[config.mk]
export PLATFORM = sky130hd
export DESIGN_NAME = tff_universal_reg
export DESIGN_NICKNAME = d
export VERILOG_FILES = /design/src/rtl/tff_universal_reg.sv
export SDC_FILE = /design/constraint.sdc
export NUM_CORES = 1
export LEC_CHECK = 0
export ABC_AREA = 1
export CAP_MARGIN = 20
export CORE_UTILIZATION = 42
export CTS_BUF_LIST = sky130_fd_sc_hd__clkbuf_2 sky130_fd_sc_hd__clkbuf_4 sky130_fd_sc_hd__clkbuf_8
export DETAILED_ROUTE_END_ITERATION = 7
export PLACE_DENSITY_LB_ADDON = 0.12
export SLEW_MARGIN = 40
export SYNTH_ARGS = -nofsm -noshare
export SYNTH_HDL_FRONTEND = slang
export SYNTH_SLANG_ARGS = --single-unit
[constraint.sdc]
create_clock -name clk -period 1.4 [get_ports clk]
set_clock_uncertainty 0.1 [all_clocks]
set_input_delay 0.28 -clock clk [delete_from_list [all_inputs] [get_ports clk]]
set_output_delay 0.28 -clock clk [all_outputs]
set_load 0.01 [all_outputs]
[src/rtl/tff_universal_reg.sv]
// Universal flip-flop register: every bit is a T flip-flop (q <= q ^ t).
// D / T / JK / SR inputs are turned into a per-bit toggle vector t.
// Optional counter modes under macro TFF_UNIVERSAL_REG_COUNT_EN.
//
// Ports:
//   clk      rising-edge clock
//   rst      synchronous active-high reset (q=RESET_VAL, flags cleared)
//   en       update enable, 0 holds every bit
//   mode     000 D, 001 T, 010 JK, 011 SR, 100 up, 101 down, 11x hold
//   a        d / t / j / s operand
//   b        k / r operand (unused in D and T modes)
//   q, qn    register state and its complement
//   changed  one-cycle pulse after q changed value
//   sr_err   sticky SR set+reset conflict flag
//   wrap     one-cycle pulse after a counter wrap (0 without the macro)
module tff_universal_reg #(
    parameter int               WIDTH     = 4,
    parameter logic [WIDTH-1:0] RESET_VAL = '0
) (
    input  logic             clk,
    input  logic             rst,
    input  logic             en,
    input  logic [2:0]       mode,
    input  logic [WIDTH-1:0] a,
    input  logic [WIDTH-1:0] b,
    output logic [WIDTH-1:0] q,
    output logic [WIDTH-1:0] qn,
    output logic             changed,
    output logic             sr_err,
    output logic             wrap
);

    localparam logic [2:0] MODE_D  = 3'b000;
    localparam logic [2:0] MODE_T  = 3'b001;
    localparam logic [2:0] MODE_JK = 3'b010;
    localparam logic [2:0] MODE_SR = 3'b011;
`ifdef TFF_UNIVERSAL_REG_COUNT_EN
    localparam logic [2:0] MODE_UP = 3'b100;
    localparam logic [2:0] MODE_DN = 3'b101;
`endif

    logic [WIDTH-1:0] r_q;
    logic             r_changed;
    logic             r_sr_err;
    logic             r_wrap;

    logic [WIDTH-1:0] w_t;
    logic             w_sr_conf;
    logic             w_wrap;

`ifdef TFF_UNIVERSAL_REG_COUNT_EN
    // Bit i toggles when all lower bits are 1 (up) or all are 0 (down).
    logic [WIDTH-1:0] w_up;
    logic [WIDTH-1:0] w_dn;

    always_comb begin : cnt_chain
        logic c_up;
        logic c_dn;
        c_up = 1'b1;
        c_dn = 1'b1;
        w_up = '0;
        w_dn = '0;
        for (int i = 0; i < WIDTH; i++) begin
            w_up[i] = c_up;
            w_dn[i] = c_dn;
            c_up    = c_up & r_q[i];
            c_dn    = c_dn & ~r_q[i];
        end
    end
`endif

    always_comb begin
        w_t = '0;
        if (en) begin
            case (mode)
                MODE_D:  w_t = a ^ r_q;
                MODE_T:  w_t = a;
                MODE_JK: w_t = (a & ~r_q) | (b & r_q);
                // s=r=1 on a bit leaves that bit alone
                MODE_SR: w_t = (a & ~b & ~r_q) | (b & ~a & r_q);
`ifdef TFF_UNIVERSAL_REG_COUNT_EN
                MODE_UP: w_t = w_up;
                MODE_DN: w_t = w_dn;
`endif
                default: w_t = '0;
            endcase
        end
    end

    assign w_sr_conf = en && (mode == MODE_SR) && (|(a & b));

`ifdef TFF_UNIVERSAL_REG_COUNT_EN
    assign w_wrap = en && (((mode == MODE_UP) && (&r_q)) ||
                           ((mode == MODE_DN) && ~(|r_q)));
`else
    assign w_wrap = 1'b0;
`endif

    always_ff @(posedge clk) begin
        if (rst) begin
            r_q       <= RESET_VAL;
            r_changed <= 1'b0;
            r_sr_err  <= 1'b0;
            r_wrap    <= 1'b0;
        end else begin
            r_q       <= r_q ^ w_t;
            r_changed <= |w_t;
            r_wrap    <= w_wrap;
            if (w_sr_conf) begin
                r_sr_err <= 1'b1;
            end
        end
    end

    assign q       = r_q;
    assign qn      = ~r_q;
    assign changed = r_changed;
    assign sr_err  = r_sr_err;
    assign wrap    = r_wrap;

endmodule
# [Word level (Yosys, flattened, before mapping)]
# Cells that the tools add are included.
[totals] out_inout_bits=11 input_bits=14 ff_bits=6
[op_classes] bitwise_logic=14 n_reduce_logical=5 mux=2 eq_ne=3
[op_table] operator="4-bit AND" n=7
[op_table] operator="4-bit case mux with 4 select lines" n=1
[op_table] operator="4-bit inverter" n=3
[op_table] operator="4-bit OR" n=2
[op_table] operator="4-bit OR reduction" n=2
[op_table] operator="4-bit bitwise XOR" n=2
[op_table] operator="3-bit by 2-bit equality test with 1-bit output, second input constant" n=2
[op_table] operator="4-bit two-way mux" n=1
[op_table] operator="3-bit by 1-bit equality test with 1-bit output, second input constant" n=1
[op_table] operator="3-bit zero test" n=1
[op_table] operator="1-bit logical AND" n=2

# [Longest topological paths before layout]
[logic_depth] ltp_word=7 depth_mapped=10 mapped_depth_nobuf=10

# [Worst setup path before layout]
# OpenSTA, ideal clock, no wires.
[synth_path] kind="register to register" startpoint="register r_q[0] (netlist: q[0])" endpoint="register r_changed (netlist: changed)" path_slack_ns=0.128 t_arrival_ns=1.063 required_time_ns=1.191 n_path_buf=0 path_stages_with_launch=10 setup_time_ns=0.109 path_cell_list="dfxtp_1 -> inv_2 -> nand2_1 -> nand2_1 -> nand3_1 -> nand2_2 -> o21bai_1 -> nand3_1 -> nand2_1 -> inv_1"
[synth_via] elab_chain_cells=6 word_cells_on_any_way=11 cone_classes="mux: 2; bitwise: 8; reduce/logical: 1"
[synth_lines] element="start, declared" line_no="42" text="logic [WIDTH-1:0] r_q;"
[synth_lines] element="start signal, assigned" line_no="106" text="r_q <= r_q ^ w_t;"
[synth_lines] element="4-bit inverter *"
[synth_lines] element="net qn[0]" line_no="27" text="output logic [WIDTH-1:0] qn,"
[synth_lines] element="4-bit AND (on tied branches)" line_no="80, 78"
[synth_lines] element="4-bit OR (on tied branches)" line_no="80, 78"
[synth_lines] element="4-bit case mux with 4 select lines *" line_no="75" text="case (mode)"
[synth_lines] element="4-bit two-way mux *" line_no="74" text="if (en) begin"
[synth_lines] element="4-bit OR reduction *" line_no="107" text="r_changed <= |w_t;"
[synth_lines] element="end signal, assigned" line_no="107"
[synth_lines] element="end, declared" line_no="43" text="logic r_changed;"
# Mark *: on every way through the listed nets, which the timed path passes. The rest lies on a longest branch.
# A chain may end at the register's enable or synchronous reset.

# [Final worst setup path]
[layout_path] startpoint="register r_q[2] (netlist: q[2])" endpoint="output qn[2]"
[layout_via] elab_chain_cells=1
[layout_lines] element="4-bit inverter" line_no="116" text="assign qn = ~r_q;"
[layout_lines] element="end, declared" line_no="27"
# No other way between the ends.

==> run_summary.xml <==
<?xml version="1.0" encoding="UTF-8"?>
<metrics>
  <group name="place">
    <metric name="gp_congestion" unit="">0.803</metric>
    <metric name="dpl.hpwl" unit="um">1220</metric>
    <metric name="portBuffers" unit="">23</metric>
  </group>
  <group name="pwr">
    <metric name="power.switching_fraction" unit="%">32.1</metric>
    <metric name="clockPowerShare" unit="%">28.7</metric>
    <metric name="power_per_cell_area" unit="nW/um2">623</metric>
    <metric name="internal_power_of_the_cells" unit="uW">376</metric>
    <metric name="netSwitchingPower" unit="uW">178</metric>
    <metric name="leakage" unit="uW">0.000526</metric>
    <metric name="power.share.combinational" unit="%">36.7</metric>
    <metric name="power.ir.vdd_worst" unit="mV">0.727</metric>
    <metric name="finalPower" unit="uW">554</metric>
    <metric name="power_frac_seq" unit="%">34.6</metric>
  </group>
  <group name="yosys">
    <metric name="synth_warnings" unit="">0</metric>
    <metric name="synth_area" unit="um2">561</metric>
    <metric name="synth.yosys.seq_area_share" unit="%">21.4</metric>
    <metric name="synth_fp_nets" unit="">121</metric>
    <metric name="ys_ff_latch" unit="">6</metric>
    <metric name="synth_cell_type_count" unit="">16</metric>
    <metric name="post_synth_inst_count" unit="">107</metric>
    <metric name="syn_area_per_cell" unit="um2">5.24</metric>
  </group>
  <group name="sta">
    <metric name="timing.final.setup_violations" unit="">0</metric>
    <metric name="rsz0062_at_grt" unit="">no</metric>
    <metric name="final_min_period_over_clock_period" unit="%">96.2</metric>
    <metric name="fmax" unit="MHz">743</metric>
    <metric name="timing.final.max_slew_violations" unit="">0</metric>
    <metric name="period_minus_slack" unit="ps">1350</metric>
    <metric name="count_of_final_hold_check_violations" unit="">0</metric>
  </group>
  <group name="routing">
    <metric name="vias_per_cell" unit="">4.77</metric>
    <metric name="route.vias.total" unit="">740</metric>
    <metric name="finalWirelength" unit="um">1490</metric>
    <metric name="drt-pass1-iter-count" unit="">4</metric>
    <metric name="drt.antenna.violating_nets" unit="">0</metric>
    <metric name="first_iter_violations" unit="">14</metric>
    <metric name="detail_route.drc_violations" unit="">0</metric>
    <metric name="wire_per_inst" unit="um">9.63</metric>
  </group>
  <group name="clock_network">
    <metric name="clock-root-buffer" unit="">sky130_fd_sc_hd__clkbuf_4</metric>
    <metric name="clk_transition_reported_paths" unit="ps">50</metric>
    <metric name="htree_levels" unit="">1</metric>
    <metric name="clock_sink_count" unit="">6</metric>
    <metric name="cts_tree" unit="">done</metric>
    <metric name="clockBufferDepth" unit="">2</metric>
    <metric name="tritoncts.num_buffers" unit="">3</metric>
    <metric name="clk-insertion-delay-late" unit="ps">240</metric>
  </group>
  <group name="floorplanning">
    <metric name="die_footprint" unit="um2">1480</metric>
    <metric name="initial_core_util" unit="%">47.9</metric>
    <metric name="boundaryPins" unit="">25</metric>
    <metric name="die_w" unit="um">38.5</metric>
    <metric name="design.core.area" unit="um2">1170</metric>
    <metric name="fp.dieH" unit="um">38.5</metric>
    <metric name="num_rows" unit="">12</metric>
  </group>
  <group name="worst_setup_path">
    <metric name="timing.critical_path.max_delay_family" unit="">flip-flops</metric>
    <metric name="critical_path.slowest_cell" unit="">sky130_fd_sc_hd__dfxtp_1</metric>
    <metric name="worstSetupEndpointType" unit="">output port</metric>
    <metric name="worst_ep_arrival_time" unit="ps">970</metric>
    <metric name="cp_cell_sequence" unit="">inv_2 &gt; dlygate4sd2_1</metric>
    <metric name="crit_buf_inv" unit="">2</metric>
    <metric name="cp-start-kind" unit="">flip-flop</metric>
    <metric name="worst-endpoint-required" unit="ps">1020</metric>
    <metric name="critical_path.max_fanout" unit="">5</metric>
    <metric name="critical-path-max-stage-delay" unit="ps">390</metric>
    <metric name="crit_type" unit="">flip-flop to output port</metric>
  </group>
  <group name="finish">
    <metric name="commonest_cells_after_routing_fill_and_taps_aside" unit="">sky130_fd_sc_hd__nand2_1 (42), sky130_fd_sc_hd__inv_1 (14), sky130_fd_sc_hd__dlygate4sd2_1 (13), sky130_fd_sc_hd__nand3_1 (12), sky130_fd_sc_hd__buf_4 (9)</metric>
    <metric name="layout.cells.most_common" unit="">sky130_fd_sc_hd__nand2_1</metric>
    <metric name="finish.utilization" unit="%">76.0</metric>
    <metric name="nFillCells" unit="">102</metric>
    <metric name="insertedDiodeCount" unit="">0</metric>
    <metric name="multi_input_comb_area" unit="um2">370</metric>
    <metric name="finish.net_count" unit="">157</metric>
    <metric name="flow.area_growth_from_synthesis" unit="%">58.7</metric>
    <metric name="share_of_post_route_cells_with_drive_strength_above_1" unit="%">20.6</metric>
    <metric name="seqCellArea" unit="um2">123</metric>
  </group>
  <group name="run_status">
    <metric name="run_status" unit="">finished clean</metric>
  </group>
  <group name="global_routing">
    <metric name="grt_pass1_wl" unit="um">2570</metric>
    <metric name="grt_pass1_vias" unit="">679</metric>
    <metric name="grt_start_max_net_pins" unit="">7</metric>
    <metric name="antenna_found_initial" unit="">0</metric>
    <metric name="global_route.usage.total" unit="%">24.9</metric>
    <metric name="globalRouteOverflowTotal" unit="">0</metric>
  </group>
  <group name="flow_run">
    <metric name="maxCapViolations" unit="">0</metric>
  </group>
  <group name="worst_hold_path">
    <metric name="type_of_the_worst_min_delay_path" unit="">flip-flop to flip-flop</metric>
  </group>
</metrics>
[path summary, 6_finish.rpt]
kind | slack, ps | depth (start not counted) | to | start
worst max-delay path | 50 | 2 | qn[2] | q[2]
worst min-delay path | 350 | 2 | sr_err | sr_err
worst max register to register | 130 | 9 | changed | q[0]
worst min register to register | 350 | 2 | sr_err | sr_err
[cell type report]
cell class                      instances  share of cell area, %
Multi-Input combinational cell         82                   41.6
Sequential cell                         6                   13.8
Clock buffer                            3                   2.53
Inverter                               18                   7.59
Timing Repair Buffer                   32                   32.5
Tap cell                               14                   1.97
[worst reg2reg max path: cells and delay by family (launching register included)]
family          cells  cell delay, ps
compound gates      1             130
simple gates        6             440
flops               1             330
buf+inv             2             170
[power by group through the flow]
stage / clock, uW / combinational, uW / sequential [uW]
floorplan: 0 / 93.0 / 202
global placement: 0 / 214 / 194
detailed placement: 0 / 218 / 195
CTS: 167 / 205 / 192
global route: 173 / 227 / 194
finish: 159 / 203 / 192
[stage by stage]
step	area, um2	std cells	setup WS [ps]	hold WS [ps]	TNS, ps
detailed placement	861	151	-404	344	-2020
floorplan	561	107	128	249	0
finish	890	155	53.3	347	0
global placement	861	151	-365	338	-1790
global route	890	155	8.70	377	0
CTS	878	155	9.12	352	0
[what timing repair did]
action / 4_1_cts / 5_1_grt
setup buffers: 1 / 0
pin swaps: 3 / 0
hold buffers: 0 / 0
hold endpoints to repair: 0 / 0
resized for setup: 19 / 10
setup endpoints to repair: 15 / 6
[flip-flops by register name, indices dropped and copies added (netlist names)]
name,count
q,4
sr_err,1
changed,1
[routing by layer]
metal	track usage (%)	up-vias	wire length (um)
li1	-	399	-
met1	28.9	319	682
met2	45.8	20	740
met3	3.49	2	58
met4	7.76	0	11
met5	0	-	0
[cell families after synthesis]
group | after synthesis | synth area share (%)
buffers and inverters | 19 | 13.4
AO/OA/AOI/OAI | 10 | 10.0
other | 1 | 0.669
AND/OR/NAND/NOR | 71 | 54.5
flip-flops | 6 | 21.4
[cells in the mapped netlist, drive strengths merged]
cell type   n  area share, %
o21ai       5            4.5
buf         1            1.3
dfxtp       6             21
nand2      46             33
a21oi       3            2.7
o21bai      1            1.3
o2111ai     1            1.6
nand3      12             11
nor2       12             10
conb        1           0.67
nor3        1           0.89
inv        18             12
Power figures use the tool's default switching activity.
